--- config.mk ---
export PLATFORM = sky130hd
export DESIGN_NAME = controle_elevador
export DESIGN_NICKNAME = d
export VERILOG_FILES = /design/src/rtl/controle_elevador.sv
export SDC_FILE = /design/constraint.sdc
export NUM_CORES = 1
export LEC_CHECK = 0
export CORE_ASPECT_RATIO = 1.4
export CORE_MARGIN = 10
export CORE_UTILIZATION = 40
export CTS_CLUSTER_DIAMETER = 80
export DETAILED_ROUTE_END_ITERATION = 8
export GPL_TIMING_DRIVEN = 0
export HOLD_SLACK_MARGIN = 0.06
export PLACE_DENSITY_LB_ADDON = 0.25
export SYNTH_ARGS = -nofsm -noshare
export SYNTH_HDL_FRONTEND = slang
export SYNTH_SLANG_ARGS = --single-unit
--- constraint.sdc ---
create_clock -name clk -period 2.6 [get_ports clk]
set_input_delay 0.39 -clock clk [delete_from_list [all_inputs] [get_ports clk]]
set_output_delay 0.39 -clock clk [all_outputs]
set_load 0.02 [all_outputs]
--- src/rtl/controle_elevador.sv ---
`default_nettype none
// ============================================================================
//  Module      : controle_elevador
//  Description : SCAN sequencing controller for a three-floor elevator.
//                Latches call-line rising edges as pending requests, moves
//                the car one floor at a time, opens the door on arrival and
//                clears served requests.
//  Revision    : 1.0 - initial release
// ============================================================================
module controle_elevador #(
    parameter int unsigned TRAVEL_CYCLES = 50000000,
    parameter int unsigned DOOR_CYCLES   = 100000000
) (
    input  logic       clk,
    input  logic       rst,
    input  logic       A0,
    input  logic       A1,
    input  logic       A2,
    output logic [1:0] andar,
    output logic       sobe,
    output logic       desce,
    output logic       porta,
    output logic [2:0] pendentes,
    output logic [2:0] servido
);

    // Counter holds at most (largest parameter - 1); never narrower than 27 bits.
    localparam int unsigned c_MAXP = (TRAVEL_CYCLES > DOOR_CYCLES) ? TRAVEL_CYCLES : DOOR_CYCLES;
    localparam int          c_CW   = ($clog2(c_MAXP) > 27) ? $clog2(c_MAXP) : 27;

    localparam logic [c_CW-1:0] c_TRAVEL_LOAD = c_CW'(TRAVEL_CYCLES - 1);
    localparam logic [c_CW-1:0] c_DOOR_LOAD   = c_CW'(DOOR_CYCLES - 1);
    localparam logic [c_CW-1:0] c_CNT_ONE     = c_CW'(1);

    localparam logic [1:0] c_PARADO   = 2'd0;
    localparam logic [1:0] c_SUBINDO  = 2'd1;
    localparam logic [1:0] c_DESCENDO = 2'd2;
    localparam logic [1:0] c_PORTA    = 2'd3;

    logic [1:0]      r_state, w_state_nxt;
    logic            r_dir, w_dir_nxt;          // 0 = up, 1 = down
    logic [c_CW-1:0] r_cnt, w_cnt_nxt;
    logic [1:0]      r_andar, w_andar_nxt;
    logic [2:0]      r_pend, w_pend_nxt;
    logic [2:0]      r_serv, w_serv_nxt;
    logic [2:0]      r_a_prev;

    logic [2:0]      w_a;
    logic [2:0]      w_edge;
    logic [2:0]      w_here;
    logic            w_above;
    logic            w_below;

    assign w_a    = {A2, A1, A0};
    assign w_edge = w_a & ~r_a_prev;
    assign w_here = 3'b001 << r_andar;

    // Pending requests strictly above / below the car; floor 3 does not exist.
    always_comb begin
        w_above = 1'b0;
        w_below = 1'b0;
        case (r_andar)
            2'd0: w_above = r_pend[1] | r_pend[2];
            2'd1: begin
                w_above = r_pend[2];
                w_below = r_pend[0];
            end
            2'd2: w_below = r_pend[0] | r_pend[1];
            default: begin
                w_above = 1'b0;
                w_below = 1'b0;
            end
        endcase
    end

    // Next-state, counter, position and request bookkeeping.
    always_comb begin
        w_state_nxt = r_state;
        w_dir_nxt   = r_dir;
        w_cnt_nxt   = r_cnt;
        w_andar_nxt = r_andar;
        w_pend_nxt  = r_pend | w_edge;
        w_serv_nxt  = 3'b000;
        case (r_state)
            c_PARADO: begin
                if (|(r_pend & w_here)) begin
                    // Serving the current floor: the clear beats a same-cycle edge.
                    w_state_nxt = c_PORTA;
                    w_pend_nxt  = (r_pend | w_edge) & ~w_here;
                    w_serv_nxt  = w_here;
                    w_cnt_nxt   = c_DOOR_LOAD;
                end else if (!r_dir && w_above) begin
                    w_state_nxt = c_SUBINDO;
                    w_cnt_nxt   = c_TRAVEL_LOAD;
                end else if (r_dir && w_below) begin
                    w_state_nxt = c_DESCENDO;
                    w_cnt_nxt   = c_TRAVEL_LOAD;
                end else if (w_above) begin
                    w_dir_nxt   = 1'b0;
                    w_state_nxt = c_SUBINDO;
                    w_cnt_nxt   = c_TRAVEL_LOAD;
                end else if (w_below) begin
                    w_dir_nxt   = 1'b1;
                    w_state_nxt = c_DESCENDO;
                    w_cnt_nxt   = c_TRAVEL_LOAD;
                end
            end
            c_SUBINDO: begin
                if (r_cnt == '0) begin
                    w_andar_nxt = r_andar + 2'd1;
                    w_state_nxt = c_PARADO;
                end else begin
                    w_cnt_nxt = r_cnt - c_CNT_ONE;
                end
            end
            c_DESCENDO: begin
                if (r_cnt == '0) begin
                    w_andar_nxt = r_andar - 2'd1;
                    w_state_nxt = c_PARADO;
                end else begin
                    w_cnt_nxt = r_cnt - c_CNT_ONE;
                end
            end
            default: begin
                // Door open: a new press at this floor keeps the door open
                // instead of queueing another request.
                w_pend_nxt = r_pend | (w_edge & ~w_here);
                if (|(w_edge & w_here)) begin
                    w_cnt_nxt = c_DOOR_LOAD;
                end else if (r_cnt == '0) begin
                    w_state_nxt = c_PARADO;
                end else begin
                    w_cnt_nxt = r_cnt - c_CNT_ONE;
                end
            end
        endcase
    end

    // State and output registers with synchronous reset.
    always_ff @(posedge clk) begin
        if (rst) begin
            r_state  <= c_PARADO;
            r_dir    <= 1'b0;
            r_cnt    <= '0;
            r_andar  <= 2'd0;
            r_pend   <= 3'b000;
            r_serv   <= 3'b000;
            r_a_prev <= 3'b000;
        end else begin
            r_state  <= w_state_nxt;
            r_dir    <= w_dir_nxt;
            r_cnt    <= w_cnt_nxt;
            r_andar  <= w_andar_nxt;
            r_pend   <= w_pend_nxt;
            r_serv   <= w_serv_nxt;
            r_a_prev <= w_a;
        end
    end

    assign andar     = r_andar;
    assign sobe      = (r_state == c_SUBINDO);
    assign desce     = (r_state == c_DESCENDO);
    assign porta     = (r_state == c_PORTA);
    assign pendentes = r_pend;
    assign servido   = r_serv;

endmodule
`default_nettype wire

# ---- Word-level counts from Yosys, hierarchy flattened
# Index checks and enable logic that the tools add are counted.
dict set report word_totals {
  regBits 41
  latchBits 0
  mem_count 0
  output_inout_bits 11
  ramBits 0
  elab_cells 75
  in_bits 5
  romBits 0
}
dict set report op_classes {
  n_div 0
  addsub 3
  bitwise_logic 15
  shifts 1
  n_eq_ne 9
  muxes 25
  reduce_logical 15
  mul 0
  order_cmp 0
}
# op count
set op_table {}
lappend op_table {{$mux W27} 7}
lappend op_table {{$pmux W27 S2} 1}
lappend op_table {{$logic_not A27 Y1} 1}
lappend op_table {{$sub A27 B1 Y27 const B} 1}
lappend op_table {{$mux W2} 9}
lappend op_table {{$and A3 B3 Y3} 5}
lappend op_table {{$reduce_or A3 Y1} 3}
lappend op_table {{$pmux W2 S2} 2}
lappend op_table {{$eq A2 B2 Y1 const B} 3}
lappend op_table {{$ne A6 B6 Y1 const B} 1}
lappend op_table {{$not A3 Y3} 2}
lappend op_table {{$or A3 B3 Y3} 2}
lappend op_table {{$pmux W3 S2} 1}
lappend op_table {{$reduce_and A5 Y1} 1}
lappend op_table {{$eq A2 B1 Y1 const B} 2}
lappend op_table {{$logic_not A2 Y1} 2}
lappend op_table {{$ne A2 B1 Y1 const B} 2}
lappend op_table {{$not A1 Y1} 4}
lappend op_table {{$pmux W1 S2} 2}
lappend op_table {{$reduce_bool A2 Y1} 2}
lappend op_table {{$mux W3} 1}
lappend op_table {{$ne A3 B2 Y1 const B} 1}
lappend op_table {{$reduce_and A3 Y1} 1}
lappend op_table {{$shl A1 B2 Y3 const A} 1}
lappend op_table {{other kinds (8)} 11}

# ---- Depth between registers and ports, before layout
dict set report depth {
  ltp_word 8
  depth_mapped 10
  ltp_nobuf 8
}

# ---- Least setup slack after synthesis
# OpenSTA, ideal clock, no wires.
dict set report synth_path {
  path_kind {register to register}
  startpoint {register r_andar[0], in the netlist andar[0]}
  endpoint {register r_cnt[4]}
  setup_time_ns 0.122
  path_slack_ns 0.176
  period_less_slack_ns 2.424
  path_stages_with_launch 10
  arrival_time_ns 2.303
  t_required_ns 2.478
  n_path_buf 2
  cell_sequence {dfxtp_1 > inv_1 > ha_1 > a222oi_1 > nand2_1 > or3_1 > clkbuf_1 > buf_2 > a311oi_1 > nor2_1}
}
dict set report synth_between {
  elab_cells_between_ends 19
  cone_classes {3 x eq/ne; 1 x shift; 8 x mux; 2 x bitwise; 5 x reduce/logical}
}
# element line_no
set synth_rtl {}
lappend synth_rtl {{start: declaration} 43} ;# logic [1:0] r_andar, w_andar_nxt;
lappend synth_rtl {{start signal: assignment} 153} ;# r_andar <= w_andar_nxt;
lappend synth_rtl {{$shl A1 B2 Y3 *} 56} ;# assign w_here = 3'b001 << r_andar;
lappend synth_rtl {{via w_here[2]} 50} ;# logic [2:0] w_here;
lappend synth_rtl {{$and A3 B3 Y3 (on tied branches)} {128, 86}}
lappend synth_rtl {{$reduce_or A3 Y1 (on tied branches)} {128, 86}}
lappend synth_rtl {{$mux W27 (on tied branches)} {128, 86}}
lappend synth_rtl {{$pmux W27 S2} 84} ;# case (r_state)
lappend synth_rtl {{end signal: assignment} 152} ;# r_cnt <= w_cnt_nxt;
lappend synth_rtl {{end: declaration} 42} ;# logic [c_CW-1:0] r_cnt, w_cnt_nxt;
# Mark *: on every way through the listed nets, which the timed path passes. The rest lies on a longest branch.
# A chain may end at the register's enable or synchronous reset.

# ---- Worst setup path after layout
dict set report layout_path {
  startpoint {register r_andar[0], in the netlist andar[0]}
  endpoint {register r_cnt[25]}
}
# The elaborated chain is that of the path after synthesis.

==> flow_summary_export.csv <==
group,metric,value,unit
status,run_status,"completed",
drt,finalWirelength,7.069,mm
final_layout,count_of_inserted_antenna_diode_cells,0,
synthesis,synth_common_cells,"41 x sky130_fd_sc_hd__dfxtp_1, 34 x sky130_fd_sc_hd__nor2_1, 24 x sky130_fd_sc_hd__a21oi_1",
synthesis,netlist_instances,304,
drt,drtAntennaViolNets,0,
setup_path,r2r-end,"r_cnt[25]$_SDFFE_PP0P_",
min_path,min-delay-start,"r_dir$_SDFFE_PP0P_",
die,fp.dieArea,9919,µm²
setup_path,timing.critical_path.from_type,"register",
cts,htree_num_levels,2,
min_path,worst_hold_path.num_cells,2,
die,floorplan.rows,34,
placement,gp_congestion,0.9574,
sta,final-max-slew-violation-count,0,
synthesis,synth.cell_area,2520,µm²
synthesis,ys_top_cells_by_area,"sky130_fd_sc_hd__dfxtp_1 33%, sky130_fd_sc_hd__nor2_1 5.1%, sky130_fd_sc_hd__a21oi_1 4.8%, sky130_fd_sc_hd__ha_1 4.5%, sky130_fd_sc_hd__nor3_1 3.4%",
setup_path,cp.arrival,2720,ps
power_and_ir_drop,vdd_ir_drop_max,0.5357,mV
cts,clock_tree.root_cell,"sky130_fd_sc_hd__clkbuf_8",
min_path,hp-class,"register to register",
power_and_ir_drop,power_total,4.488,mW
sta,worst_pin_slew,670.6,ps
sta,hold_slack,499.0,ps
setup_path,critical_path_peak_fanout,8,
placement,number_of_buffers_added_on_ports,15,
cts,cts_max_path_buffers,2,
cts,clock_pin_slew_on_the_worst_setup_and_hold_paths,90,ps
synthesis,yosys.cell_types.count,72,
drt,wl_per_cell,17.54,µm
sta,worst_clock_skew,9.591,ps
final_layout,final.fill_count,617,
power_and_ir_drop,power_density,1500,nW/µm²
global_routing,grt_antenna_before_repair,0,
synthesis,ys_ff_latch,41,
synthesis,async_set_or_reset_flop_fraction_in_the_synthesized_netlist,0,
sta,report.final.setup_viol,0,
min_path,worst_hold_path.endpoint,"r_dir$_SDFFE_PP0P_",
setup_path,path_class,"register to register",
setup_path,cp.required,2840,ps
placement,hpwlAfterDp,5.070,mm
drt,drt-initial-drc-count,166,
final_layout,finalCoreUtilization,0.4852,
synthesis,synth_top_cell_by_area,"sky130_fd_sc_hd__dfxtp_1",
cts,cts_inserted_buffers,5,
sta,maximum_clock_frequency,402.3,MHz
die,ioPinCount,16,
global_routing,grt_pass1_vias,2387,
final_layout,area_growth_syn_to_layout,18.77,%
sta,slew_headroom,0.5529,
synthesis,synth_enable_flop_cells,0,
die,die-width,87.08,µm
die,die_y,113.9,µm
final_layout,nets,344,
placement,place.detailed.instances,391,
sta,final_hold_viol_count,0,
cts,worstSkewPairLatency,300,ps
sta,timing.final.crit_share,0.9559,
global_routing,grt_usage,0.1433,
drt,drtPass1Iterations,6,
drt,dr_total_vias,2446,
synthesis,post_syn_area_per_cell,8.289,µm²
synthesis,synthesis.yosys.warnings,0,
cts,numClockSinks,41,
global_routing,grt_pass1_wl,11.70,mm
synthesis,prevailing_post_synth_register_cell,"sky130_fd_sc_hd__dfxtp_1",
drt,drc,0,
synthesis,synth.top_cell.area_share,0.3257,
die,initial_utilization,0.4085,
setup_path,rr_startpoint,"andar[0]$_SDFFE_PP0P_",
synthesis,ys_seq_area_frac,0.3257,
final_layout,final_layout_size_suffix_gt1_frac,0.1601,
global_routing,gr-total-overflow,0,
setup_path,setup.worst_path.end_class,"register",
synthesis,synthesis.nets,318,
setup_path,rr_worst_depth,9,
job,maxCapViolCount,0,
setup_path,r2r_slack,110,ps
power_and_ir_drop,power.leakage,1.050,nW
die,core_area,6168,µm²
synthesis,post-synth-top-count-cell,"sky130_fd_sc_hd__dfxtp_1",
global_routing,grt_max_degree,15,
setup_path,crit_path_start,"andar[0]$_SDFFE_PP0P_",
cts,cts_tree,"done",
drt,post_drt_via_cell_ratio,6.069,
final_layout,final_cell_count_no_fill,403,
sta,final_period_minus_worst_setup_slack,2485,ps
[power breakdown]
part	leakage (nW)	switching (mW)	internal, mW
clock network	0.0687	0.246	0.387
registers	0.338	0.246	0.832
logic	0.644	1.69	1.08
total	1.05	2.18	2.30
[layer usage]
metal / share of wire / GRT usage / vias to the layer above / routed length (µm)
met5: 0 / 0 / - / 0
met4: 0.028 / 0.06609 / 0 / 197
met3: 0.060 / 0.02996 / 21 / 424
met2: 0.50 / 0.2474 / 96 / 3507
met1: 0.42 / 0.1620 / 1131 / 2940
li1: - / - / 1198 / -
[logic make-up (layout without fill, tap and decap cells)]
group / Yosys count / in the layout / share of synthesized area
AO/OA/AOI/OAI: 91 / 91 / 0.2537
XOR/XNOR: 5 / 5 / 0.02036
AND/OR/NAND/NOR: 133 / 133 / 0.3034
multiplexers: 3 / 3 / 0.01390
flip-flops: 41 / 41 / 0.3257
buffers and inverters: 22 / 49 / 0.03823
adder cells (fa/ha/maj): 9 / 9 / 0.04469
[flip-flops by register name, indices dropped and copies added (netlist names)]
name       flops
servido        3
r_a_prev       3
r_state        2
andar          2
pendentes      3
r_cnt         27
r_dir          1
[cell usage in the layout, fill, tap and decap left out, drive strengths merged, types with 4 or more instances in the layout]
cell           count
ha                 9
inv               11
nor3              20
or3                9
dfxtp             41
nand2b             7
nand3              4
o21ai             19
a31oi              8
nand2             23
clkbuf            11
a21oi             24
clkdlybuf4s50     15
nor4               8
buf               10
a311oi             8
o31ai              5
nor2              34
or2                4
xnor2              4
nor2b              4
[worst max path at each step]
stage | endpoint
finish | r_cnt[25]$_SDFFE_PP0P_
global route | r_cnt[10]$_SDFFE_PP0P_
CTS | r_cnt[4]$_SDFFE_PP0P_
detailed placement | r_cnt[23]$_SDFFE_PP0P_
global placement | r_cnt[23]$_SDFFE_PP0P_
floorplan | r_cnt[4]$_SDFFE_PP0P_
[worst max-delay path: stages (launching register included)]
cell and delay, ps:
sky130_fd_sc_hd__dfxtp_1 370, sky130_fd_sc_hd__inv_1 100, sky130_fd_sc_hd__ha_2 250, sky130_fd_sc_hd__and3b_1 210, sky130_fd_sc_hd__a311oi_4 250, sky130_fd_sc_hd__buf_4 200, sky130_fd_sc_hd__mux2i_4 100, sky130_fd_sc_hd__or2_1 280
sky130_fd_sc_hd__or4b_1 480, sky130_fd_sc_hd__a31oi_1 170
[per-stage QoR]
step / setup slack [ps] / TNS, ps / instance area, µm²
2_1_floorplan: 175.8 / 0 / 2520
3_3_place_gp: -177.3 / -910.4 / 2760
3_5_place_dp: -174.3 / -870.9 / 2760
4_1_cts: 14.01 / 0 / 2927
5_1_grt: -7.093 / -7.093 / 2993
6_report: 114.6 / 0 / 2993
[what timing repair did]
item	in CTS	in global routing
gates resized for setup	6	11
endpoints found under the setup margin	19	27
hold buffers	0	0
pin swaps	2	4
endpoints found under the hold margin	0	0
setup buffers	2	3
gates cloned	0	0
[cell type report]
type | count | area [µm²] | area share
repair buffers | 20 | 187.7 | 0.06271
clock inverters | 3 | 68.82 | 0.02299
well taps | 72 | 90.09 | 0.03010
multi-input cells | 241 | 1652 | 0.5518
plain buffers | 11 | 66.31 | 0.02216
clock buffers | 5 | 68.82 | 0.02299
flip-flops and latches | 41 | 822.0 | 0.2747
inverters | 10 | 37.54 | 0.01254
(Power assumes the default switching activity.)
